`config.mk`:
```
export PLATFORM = sky130hd
export DESIGN_NAME = lupdate_mc
export DESIGN_NICKNAME = d
export VERILOG_FILES = /design/src/rtl/lupdate_pkg.sv /design/src/rtl/lupdate_cfg_bank.sv /design/src/rtl/lupdate_mc.sv
export SDC_FILE = /design/constraint.sdc
export NUM_CORES = 1
export LEC_CHECK = 0
export CAP_MARGIN = 25
export CORE_AREA = 5 5 323 325
export DETAILED_ROUTE_END_ITERATION = 10
export DIE_AREA = 0 0 328 330
export DONT_BUFFER_PORTS = 1
export GPL_ROUTABILITY_DRIVEN = 0
export PLACE_DENSITY = 0.48
export SYNTH_ARGS = -nofsm -noshare
export SYNTH_HDL_FRONTEND = slang
export SYNTH_SLANG_ARGS = --single-unit
```
`constraint.sdc`:
```
create_clock -name clk -period 3.2 [get_ports clk]
set_input_delay 0.64 -clock clk [delete_from_list [all_inputs] [get_ports clk]]
set_output_delay 0.64 -clock clk [all_outputs]
set_load 0.03 [all_outputs]
```
`src/rtl/lupdate_pkg.sv`:
```
// Shared constants, state encodings and the configuration record for the
// multi-channel beacon-update receiver.
package lupdate_pkg;

  // Head-flag codes carried in beat bits [133:132].
  localparam logic [1:0] HEAD = 2'b01;
  localparam logic [1:0] MID  = 2'b11;
  localparam logic [1:0] TAIL = 2'b10;

  // Beat-2 field offsets.
  localparam int B2_DMAC_LSB = 80;
  localparam int B2_SMAC_LSB = 32;
  localparam int B2_TYPE_LSB = 8;
  localparam int B2_CH_LSB   = 0;

  // Configuration-word field offsets.
  localparam int CFG_MAC_LSB   = 80;
  localparam int CFG_DIR_BIT   = 79;
  localparam int CFG_DEPTH_LSB = 48;
  localparam int CFG_PARA_LSB  = 32;
  localparam int CFG_PER_LSB   = 0;

  localparam logic [3:0] MSG_TYPE_UPD_DEF = 4'hf;

  localparam logic [1:0] ST_IDLE   = 2'd0;
  localparam logic [1:0] ST_TRAN   = 2'd1;
  localparam logic [1:0] ST_UPDATE = 2'd2;
  localparam logic [1:0] ST_DISC   = 2'd3;

  typedef struct packed {
    logic [47:0] mac;
    logic        dir;
    logic [15:0] depth;
    logic [15:0] para;
    logic [31:0] period;
  } cfg_t;

  localparam cfg_t CFG_RESET = '{
    mac:    48'h0,
    dir:    1'b0,
    depth:  16'd2048,
    para:   16'd10,
    period: 32'h7
  };

  function automatic cfg_t cfg_from_beat(input logic [127:0] w);
    cfg_t c;
    c.mac    = w[CFG_MAC_LSB +: 48];
    c.dir    = w[CFG_DIR_BIT];
    c.depth  = w[CFG_DEPTH_LSB +: 16];
    c.para   = w[CFG_PARA_LSB +: 16];
    c.period = w[CFG_PER_LSB +: 32];
    return c;
  endfunction

endpackage

```
`src/rtl/lupdate_cfg_bank.sv`:
```
// Per-channel configuration registers; a commit loads one channel and flips
// that channel's toggle bit.
module lupdate_cfg_bank
  import lupdate_pkg::*;
#(
  parameter int NUM_CH = 4
) (
  input  logic                 clk,
  input  logic                 rst_n,
  input  logic                 commit_i,
  input  logic [7:0]           ch_i,
  input  cfg_t                 cfg_i,
  output logic [NUM_CH-1:0]    toggle_o,
  output logic [NUM_CH*32-1:0] period_o,
  output logic [NUM_CH-1:0]    dir_o,
  output logic [NUM_CH*16-1:0] para_o,
  output logic [NUM_CH*16-1:0] depth_o,
  output logic [NUM_CH*48-1:0] mac_o
);

  for (genvar i = 0; i < NUM_CH; i++) begin : g_ch
    cfg_t cfg_q;
    logic tog_q;
    logic sel;

    assign sel = commit_i && (ch_i == 8'(i));

    always_ff @(posedge clk or negedge rst_n) begin
      if (!rst_n) begin
        cfg_q <= CFG_RESET;
        tog_q <= 1'b0;
      end else if (sel) begin
        cfg_q <= cfg_i;
        tog_q <= ~tog_q;
      end
    end

    assign toggle_o[i]          = tog_q;
    assign period_o[i*32 +: 32] = cfg_q.period;
    assign dir_o[i]             = cfg_q.dir;
    assign para_o[i*16 +: 16]   = cfg_q.para;
    assign depth_o[i*16 +: 16]  = cfg_q.depth;
    assign mac_o[i*48 +: 48]    = cfg_q.mac;
  end

endmodule

```
`src/rtl/lupdate_mc.sv`:
```
// Beacon-update receiver: forwards ordinary packets with 3-cycle latency,
// drops returning local packets, and commits update messages per channel.
module lupdate_mc
  import lupdate_pkg::*;
#(
  parameter int         NUM_CH       = 4,
  parameter int         CFG_BEAT     = 5,
  parameter logic [3:0] MSG_TYPE_UPD = MSG_TYPE_UPD_DEF,
  parameter int         CNT_W        = 16
) (
  input  logic                 clk,
  input  logic                 rst_n,
  input  logic [133:0]         in_lu_data,
  input  logic                 in_lu_data_wr,
  input  logic                 in_lu_data_valid,
  input  logic                 in_lu_data_valid_wr,
  input  logic [47:0]          in_local_mac_id,
  output logic [133:0]         out_lu_data,
  output logic                 out_lu_data_wr,
  output logic                 out_lu_data_valid,
  output logic                 out_lu_data_valid_wr,
  output logic [NUM_CH-1:0]    beacon_update_master,
  output logic [NUM_CH*32-1:0] time_slot_period,
  output logic [NUM_CH-1:0]    direction,
  output logic [NUM_CH*16-1:0] token_bucket_para,
  output logic [NUM_CH*16-1:0] token_bucket_depth,
  output logic [NUM_CH*48-1:0] direct_mac_addr,
  output logic [CNT_W-1:0]     update_cnt,
  output logic [CNT_W-1:0]     drop_cnt,
  output logic [CNT_W-1:0]     err_cnt
);

  localparam logic [4:0] CFG_IDX   = 5'(CFG_BEAT);
  localparam logic [8:0] NUM_CH_L  = 9'(NUM_CH);

  // Strobes: a beat is transferred in every cycle its wr bit is 1; there is
  // no back-pressure, and valid is meaningful only when valid_wr is 1.
  logic [133:0] s1_data_q, s2_data_q, out_data_q;
  logic         s1_wr_q, s2_wr_q, out_wr_q;
  logic         s1_val_q, s2_val_q, out_val_q;
  logic         s1_vwr_q, s2_vwr_q, out_vwr_q;

  logic [1:0]   state_q, state_d;
  logic [4:0]   beat_cnt_q, beat_cnt_d, beat_inc;
  logic         cfg_ok_q, cfg_ok_d;
  logic [7:0]   ch_q, ch_d;
  cfg_t         shadow_q, shadow_d;
  logic [CNT_W-1:0] update_cnt_q, drop_cnt_q, err_cnt_q;

  logic s2_head, s2_tail, is_upd, is_disc, cfg_hit, ch_ok;
  logic fwd, drop_inc, commit, upd_err;

  assign s2_head  = s2_wr_q && (s2_data_q[133:132] == HEAD);
  assign s2_tail  = s2_wr_q && (s2_data_q[133:132] == TAIL);
  assign is_upd   = (in_lu_data[B2_DMAC_LSB +: 48] == in_local_mac_id) &&
                    (in_lu_data[B2_TYPE_LSB +: 4] == MSG_TYPE_UPD);
  assign is_disc  = (in_lu_data[B2_SMAC_LSB +: 48] == in_local_mac_id) &&
                    !s2_data_q[127];
  assign beat_inc = (beat_cnt_q == 5'd31) ? beat_cnt_q : beat_cnt_q + 5'd1;
  // beat_inc is the index of the beat currently in s2 (head was index 0).
  assign cfg_hit  = s2_wr_q && (beat_inc == CFG_IDX);
  assign ch_ok    = ({1'b0, ch_q} < NUM_CH_L);

  always_comb begin
    state_d    = state_q;
    beat_cnt_d = beat_cnt_q;
    cfg_ok_d   = cfg_ok_q;
    ch_d       = ch_q;
    shadow_d   = shadow_q;
    fwd        = 1'b0;
    drop_inc   = 1'b0;
    commit     = 1'b0;
    upd_err    = 1'b0;
    case (state_q)
      ST_IDLE: begin
        if (s2_head) begin
          if (is_upd) begin
            state_d    = ST_UPDATE;
            beat_cnt_d = 5'd0;
            cfg_ok_d   = 1'b0;
            ch_d       = in_lu_data[B2_CH_LSB +: 8];
          end else if (is_disc) begin
            state_d  = ST_DISC;
            drop_inc = 1'b1;
          end else begin
            state_d = ST_TRAN;
            fwd     = 1'b1;
          end
        end
      end
      ST_TRAN: begin
        fwd = 1'b1;
        if (s2_tail) state_d = ST_IDLE;
      end
      ST_DISC: begin
        if (s2_tail) state_d = ST_IDLE;
      end
      ST_UPDATE: begin
        if (s2_wr_q) beat_cnt_d = beat_inc;
        if (cfg_hit) begin
          shadow_d = cfg_from_beat(s2_data_q[127:0]);
          cfg_ok_d = 1'b1;
        end
        // A tail that is itself the config beat still commits its own word.
        if (s2_tail) begin
          state_d = ST_IDLE;
          if (cfg_ok_d && ch_ok) commit  = 1'b1;
          else                   upd_err = 1'b1;
        end
      end
      default: state_d = ST_IDLE;
    endcase
  end

  always_ff @(posedge clk or negedge rst_n) begin
    if (!rst_n) begin
      s1_data_q    <= '0;
      s1_wr_q      <= 1'b0;
      s1_val_q     <= 1'b0;
      s1_vwr_q     <= 1'b0;
      s2_data_q    <= '0;
      s2_wr_q      <= 1'b0;
      s2_val_q     <= 1'b0;
      s2_vwr_q     <= 1'b0;
      out_data_q   <= '0;
      out_wr_q     <= 1'b0;
      out_val_q    <= 1'b0;
      out_vwr_q    <= 1'b0;
      state_q      <= ST_IDLE;
      beat_cnt_q   <= 5'd0;
      cfg_ok_q     <= 1'b0;
      ch_q         <= 8'd0;
      shadow_q     <= CFG_RESET;
      update_cnt_q <= '0;
      drop_cnt_q   <= '0;
      err_cnt_q    <= '0;
    end else begin
      s1_data_q  <= in_lu_data;
      s1_wr_q    <= in_lu_data_wr;
      s1_val_q   <= in_lu_data_valid;
      s1_vwr_q   <= in_lu_data_valid_wr;
      s2_data_q  <= s1_data_q;
      s2_wr_q    <= s1_wr_q;
      s2_val_q   <= s1_val_q;
      s2_vwr_q   <= s1_vwr_q;
      out_data_q <= fwd ? s2_data_q : '0;
      out_wr_q   <= fwd && s2_wr_q;
      out_val_q  <= fwd && s2_val_q;
      out_vwr_q  <= fwd && s2_vwr_q;
      state_q    <= state_d;
      beat_cnt_q <= beat_cnt_d;
      cfg_ok_q   <= cfg_ok_d;
      ch_q       <= ch_d;
      shadow_q   <= shadow_d;
      if (commit && (update_cnt_q != '1))  update_cnt_q <= update_cnt_q + 1'b1;
      if (drop_inc && (drop_cnt_q != '1))  drop_cnt_q   <= drop_cnt_q + 1'b1;
      if (upd_err && (err_cnt_q != '1))    err_cnt_q    <= err_cnt_q + 1'b1;
    end
  end

  lupdate_cfg_bank #(.NUM_CH(NUM_CH)) u_bank (
    .clk      (clk),
    .rst_n    (rst_n),
    .commit_i (commit),
    .ch_i     (ch_q),
    .cfg_i    (shadow_d),
    .toggle_o (beacon_update_master),
    .period_o (time_slot_period),
    .dir_o    (direction),
    .para_o   (token_bucket_para),
    .depth_o  (token_bucket_depth),
    .mac_o    (direct_mac_addr)
  );

  assign out_lu_data          = out_data_q;
  assign out_lu_data_wr       = out_wr_q;
  assign out_lu_data_valid    = out_val_q;
  assign out_lu_data_valid_wr = out_vwr_q;
  assign update_cnt           = update_cnt_q;
  assign drop_cnt             = drop_cnt_q;
  assign err_cnt              = err_cnt_q;

endmodule

```
==> metrics.yaml, run 1 <==
die_w_um: 328
via_per_inst: 4.85
fin_nets: 3166
dp_hpwl_um: 85800
worstPathCellList: "ha_1 -> nor4_1 -> a31oi_1 -> nor3b_2 -> buf_4 -> or3b_4 -> buf_12 -> nand2_1 -> o21ai_0"
yosys_warnings: 0
cp-end-kind: "flop"
antenna_found_initial: 9
detail-route-antenna-nets: 0
cp_top_family: "simple AND/OR/NAND/NOR gates"
avgSynthCellArea_um2: 12.8
htreeDepth: 3
pwr-share-clk_pct: 45.8
slowest_stage: "or3b_4"
synth-compound-area-share_pct: 6.66
ios: 828
synth-adder-area-share_pct: 0.141
synth_edf_count: 0
rsz0062_at_grt: "false"
worst_setup_path_start_kind: "flop"
cts_buffer_depth: 3
skew_ns: 0.0450
layout-drive-gt1-share_pct: 10.1
p_int_mw: 21.8
path_buf_inv: 2
required_ns: 3.76
routed_wirelength_um: 121000
cellLeakagePower_nw: 21.3
grt_max_degree: 1045
fin_crit_sh_pct: 92.2
critPathMaxStageDelay_ns: 0.44
die_h_um: 330
power_density_mw_per_mm2: 675
cap_violations: 0
hold_viol_final: 152
drc: 0
placementRows: 117
ys_ff_latch: 1044
cts_setup_buffers: 0
core-area_mm2: 0.101
worst_slew_pin_slew_ns: 1.41
numCtsBuffers: 112
power_switching_share_pct: 24.4
comb_power_share_pct: 3.6
start_util_pct: 35.2
num_vias: 21500
synth_top_family_by_area: "simple AND/OR/NAND/NOR gates"
fmax_ghz: 0.339
finalSetupViolCount: 0
placed_area_mm2: 0.0375
drv_slew: 0
cts.clk_slew.worst_paths_ns: 0.06
ys_seq_area_share_pct: 73.5
crit_type: "reg2reg"
clkSinkCount: 1044
outcome: "finished, violations left"
cts_root_buf: "clkbuf_16"
fin_crit_ns: 2.95
holdCritPathClass: "in2async"
drt_iter0_drc: 1357
hold_ws_ns: -0.354
tns_ns: 0
area_growth_pct: 20.3
cts_tree: "built"
wl_per_cell_um: 27.2
drt-pass1-iter-count: 5
slew_headroom_pct: 6.17
port_buffers: 0
power.switching_mw: 7.06
synth.cell_area_mm2: 0.0356
syn_inst: 2786
grt_pass1_vias: 22300
async_reset_ff_share_pct: 100
synth_mux_area_share_pct: 3.58
violations: "negative hold slack"
fin_area_mm2: 0.0428
synthXorXnorAreaFrac_pct: 3.51
overflow: 0
ys_types: 45
cts_hold_repair.buffers: 137
syn-num-nets: 2977
ir_drop_uv: 401
insertion_delay_ns: 0.71
grt_usage_pct: 21.7
dominantRegCellSynth: "dfrtp_1"
postCtsResizedCells: 0
synth-simple-area-share_pct: 9.70
die_area_mm2: 0.108
cp.arrival_ns: 3.51
grt_pass1_wl_um: 169000
p_seq_share_pct: 50.5
crit_fanout: 94
## layout make-up
type / count / area, um2
Fill cell: 9427 / 58300
Tap cell: 1368 / 1710
Sequential cell: 1044 / 26200
Timing Repair Buffer: 210 / 2210
Inverter: 122 / 458
Antenna cell: 7 / 17.5
Clock inverter: 43 / 578
Multi-Input combinational cell: 1485 / 8440
Clock buffer: 162 / 3260
## power by group through the flow
stage	Combinational (mW)	Sequential, mW	Clock, mW
floorplan	0.424	14.6	0
global placement	0.647	14.9	0
detailed placement	0.663	14.9	0
CTS	0.841	14.6	13.6
global route	1.16	14.6	14.2
finish	1.05	14.6	13.2
## per-layer routing
metal  up-vias  share of wire, %  routed length [um]  track usage, %
li1       9454                 -                   -               -
met1     11000                37               45200            25.4
met2       855                49               59000            36.3
met3       187                10               12300            9.04
met4         0               3.4                4070            7.65
met5         -                 0                   0               0
## layout by cell type (no fill, tap or decap), types with 7 or more instances in the layout
cell and count:
dfrtp_1 1014, nand2_1 257, nor2_1 241, o21ai_0 229
a21oi_1 229, and2_1 139, dlygate4sd3_1 137, inv_1 122
mux2i_1 114, clkbuf_16 112, xnor2_1 84, xor2_1 57
buf_4 52, nand4_1 30, dfstp_2 30, clkbuf_8 27
clkbuf_1 23, clkinv_2 21, nand3_1 17, buf_12 17
nor4_1 14, mux2_2 12, nor3_1 10, and3_1 10
bufinv_16 8, diode_2 7
## synth_stat cells (all sizes together), types with 12 or more instances
cell	count	area [um2]
xor2	57	499
mux2i	114	1140
nand4	31	209
inv	122	458
nand3	19	100
nor4	15	109
nand2	257	965
dfstp	30	788
buf	37	224
and2	139	870
a21oi	229	1150
dfrtp	1014	25400
xnor2	85	752
nor2	243	912
o21ai	232	1160
clkbuf	98	368
mux2	12	135
## cell families (layout without fill, tap and decap cells)
group / Yosys count / count (layout)
compound gates: 469 / 469
xor+xnor: 142 / 142
fa+ha+maj: 4 / 4
buf+inv: 257 / 537
flops: 1044 / 1044
mux: 126 / 126
other cells: 0 / 7
simple gates: 744 / 744
## worst paths after layout
| path | start | end | slack (ns) | cells past startpoint |
|---|---|---|---|---|
| setup / recovery | beat_cnt_q[0] | u_bank.mac_o[42] | 0.25 | 9 |
| min in group clk | in_lu_data[2] | ch_q[2] | 0.09 | 1 |
| hold / removal | rst_n | shadow_q[8] | -0.35 | 0 |
| setup reg to reg | beat_cnt_q[0] | u_bank.mac_o[42] | 0.25 | 9 |
| hold reg to reg | s1_data_q[30] | s2_data_q[30] | 0.31 | 0 |
| max in group asynchronous | rst_n | s2_data_q[61] | 1.09 | 2 |
## stage by stage
| stage | util (%) | cells | hold slack [ns] | setup WS (ns) | total power, mW |
|---|---|---|---|---|---|
| detailed placement | 37.1 | 4088 | 0.335 | -0.212 | 15.5 |
| floorplan | - | 2786 | 0.331 | 0.612 | 15.0 |
| finish | 42.3 | 4441 | -0.354 | 0.251 | 28.9 |
| CTS | 42.2 | 4430 | -0.390 | 0.282 | 29.1 |
| global placement | 37.1 | 4088 | 0.332 | -0.172 | 15.5 |
| global route | 42.3 | 4435 | -0.418 | 0.107 | 30.0 |
## worst register-to-register path, delay by kind of cell, from the launching register on
family / cells / cell delay, ns
adder cells (fa/ha/maj): 1 / 0.34
AND/OR/NAND/NOR: 4 / 1.29
buffers and inverters: 2 / 0.42
AO/OA/AOI/OAI: 2 / 0.31
flip-flops: 1 / 0.43
## sequential cells by signal, indices dropped and copies added, names as in the netlist, 64 cells and up
name / flops
u_bank.mac_o: 192
out_lu_data: 134
s1_data_q: 134
s2_data_q: 134
u_bank.period_o: 128
shadow_q: 113
u_bank.depth_o: 64
u_bank.para_o: 64
Power figures use the tool's default switching activity.
==> run 2: changes to the inputs <==
--- a/config.mk
+++ b/config.mk
@@ -11,7 +11,6 @@
 export DIE_AREA = 0 0 328 330
 export DONT_BUFFER_PORTS = 1
 export GPL_ROUTABILITY_DRIVEN = 0
-export PLACE_DENSITY = 0.48
 export SYNTH_ARGS = -nofsm -noshare
 export SYNTH_HDL_FRONTEND = slang
 export SYNTH_SLANG_ARGS = --single-unit
==> run 2 against run 1 <==
  * The flow now finishes without violations
  * Clock power about the same
  * Fmax shrank 3.8%
  * Hold slack better by 0.43 ns
  * Clock skew increased by 0.0080 ns
  * Sequential power hardly changed
  * Via count down 0.15%
  * Largest power group unchanged
==> metrics.yaml, run 2 (synthesis gave the netlist of run 1 again) <==
tns_ns: 0  # unchanged
placed_area_mm2: 0.0376  # was 0.0375 mm2
antenna_found_initial: 18  # was 9
fmax_ghz: 0.326  # was 0.339 GHz
placementRows: 117  # unchanged
cts_root_buf: "clkbuf_16"  # unchanged
dp_hpwl_um: 83100  # was 85800 um
crit_fanout: 85  # was 94
wl_per_cell_um: 26.2  # was 27.2 um
fin_crit_sh_pct: 95.8  # was 92.2%
cts_tree: "built"  # unchanged
final_common_cell: "dfrtp_1"  # unchanged
die_w_um: 328  # unchanged
overflow: 0  # unchanged
dr_wl_met2_um: 54500  # was 59000 um
worst_setup_path_start_kind: "flop"  # unchanged
crit_type: "reg2reg"  # unchanged
cp.arrival_ns: 3.61  # was 3.51 ns
r2r-end: "u_bank.mac_o[168]"  # was u_bank.mac_o[42]
htreeDepth: 3  # unchanged
num_vias: 21500  # about the same
timing.rr.start: "beat_cnt_q[0]"  # unchanged
regToRegSetupSlack_ns: 0.13  # was 0.25 ns
cap_violations: 0  # unchanged
drt_iter0_drc: 1711  # was 1357
place_inst: 4101  # was 4088
die_area_mm2: 0.108  # unchanged
finalSetupViolCount: 0  # unchanged
worst_slew_pin_slew_ns: 1.25  # was 1.41 ns
largest_register_ffs: 192  # unchanged
routed.top_layer: "met5"  # was met4
power_density_mw_per_mm2: 679  # was 675 mW/mm2
drc: 0  # unchanged
outcome: "finished clean"  # was finished, violations left
fin_area_mm2: 0.0431  # was 0.0428 mm2
critPathMaxStageDelay_ns: 0.87  # was 0.44 ns
die_h_um: 330  # unchanged
cts_buffer_depth: 3  # unchanged
cellLeakagePower_nw: 21.5  # was 21.3 nW
final_cell_mix: "dfrtp_1, nand2_1, nor2_1"  # unchanged
stdcell_count: 4453  # was 4441
grt_pass1_vias: 21500  # was 22300
area_growth_pct: 21.0  # was 20.3%
grt_pass1_wl_um: 164000  # was 169000 um
layout-drive-gt1-share_pct: 10.8  # was 10.1%
drt-pass1-iter-count: 7  # was 5
fin_nets: 3179  # was 3166
core-area_mm2: 0.101  # unchanged
dr_wl_met3_um: 11100  # was 12300 um
skew_ns: 0.0530  # was 0.0450 ns
rr_worst_depth: 6  # was 9
ir_drop_uv: 503  # was 401 uV
port_buffers: 0  # unchanged
grt_usage_pct: 20.9  # was 21.7%
hold_viol_final: 0  # was 152
required_ns: 3.75  # was 3.76 ns
cts_setup_buffers: 0  # unchanged
fin_crit_ns: 3.07  # was 2.95 ns
wl_met1_um: 46400  # was 45200 um
numCtsBuffers: 109  # was 112
slowest_stage: "mux2i_1"  # was or3b_4
cp-end-kind: "flop"  # unchanged
postCtsResizedCells: 0  # unchanged
slew_headroom_pct: 16.9  # was 6.17%
cts.clk_slew.worst_paths_ns: 0.06  # about the same
holdCritPathClass: "in2async"  # unchanged
clkSinkCount: 1044  # unchanged
drv_slew: 0  # unchanged
rsz0062_at_grt: "false"  # unchanged
insertion_delay_ns: 0.71  # about the same
grt_max_degree: 1045  # unchanged
worstPathCellList: "ha_1 -> nor4_1 -> nand4_1 -> buf_12 -> mux2i_1 -> o21ai_0"  # was ha_1 -> nor4_1 -> a31oi_1 -> nor3b_2 -> buf_4 -> or3b_4 -> buf_12 -> nand2_1 -> o21ai_0
start_util_pct: 35.2  # unchanged
routed_wirelength_um: 117000  # was 121000 um
detail-route-antenna-nets: 0  # unchanged
ios: 828  # unchanged
via_per_inst: 4.83  # was 4.85
[run 2: changes by cell type in the layout (fill, tap and decap cells not counted), moves of 2 or more]
cell / delta
bufinv_16: +5
inv_6: +5
clkinv_8: +2
clkbuf_16: -2
buf_12: +3
clkbuf_1: -7
buf_4: +11
diode_2: -3
clkbuf_8: -3
[run 2: critical path: cells and delay by family (launching register included)]
| kind | cells | cell delay (ns) |
|---|---|---|
| multiplexers | 1 | 0.87 |
| AO/OA/AOI/OAI | 1 | 0.23 |
| flip-flops | 1 | 0.43 |
| AND/OR/NAND/NOR | 2 | 0.57 |
| buffers and inverters | 1 | 0.30 |
| adder cells (fa/ha/maj) | 1 | 0.34 |
[run 2: area by class of cell]
cell class                      instances  area (um2)
Clock buffer                          150        3140
Multi-Input combinational cell       1485        8440
Sequential cell                      1044       26200
Inverter                              122         458
Timing Repair Buffer                  226        2390
Tap cell                             1368        1710
Antenna cell                            4        10.0
Fill cell                            9268       58100
Clock inverter                         54         762
[run 2: worst max-delay path by stage]
stage	slack (ns)	to	depth (start not counted)	start
detailed placement	-0.28	drop_cnt[10]	9	in_local_mac_id[10]
global placement	-0.34	drop_cnt[7]	9	in_local_mac_id[10]
CTS	0.24	drop_cnt[10]	8	s2_data_q[127]
floorplan	0.61	drop_cnt[3]	8	in_lu_data[63]
finish	0.13	u_bank.mac_o[168]	6	beat_cnt_q[0]
global route	0.04	err_cnt[8]	3	rst_n
[run 2: through the flow]
stage	hold WS, ns	total power [mW]	util, %	worst slack [ns]
after floorplan	0.331	15.0	-	0.612
after global placement	0.332	15.5	37.2	-0.343
after detailed placement	0.335	15.5	37.2	-0.280
after CTS	-0.408	29.3	42.4	0.244
after global routing	0.0509	30.3	42.6	0.0352
final	0.0766	29.3	42.6	0.135
[run 2: power breakdown]
part           total (mW)  leakage [nW]  switching [mW]  internal, mW
sequential           14.6          13.7           0.986          13.6
combinational        1.10          5.87           0.629         0.466
clock                13.5          1.91            5.54          7.99
total                29.3          21.5            7.15          22.1
[run 2: per-layer routing]
layer / GRT usage [%] / up-vias
li1: - / 9462
met1: 26.7 / 10900
met2: 32.9 / 898
met3: 7.54 / 234
met4: 8.11 / 2
met5: 0 / -
[run 2: repair_timing]
item                                     CTS  global route
endpoints found under the setup margin     0             0
hold buffers                             137             2
hold endpoints to repair                1152            21
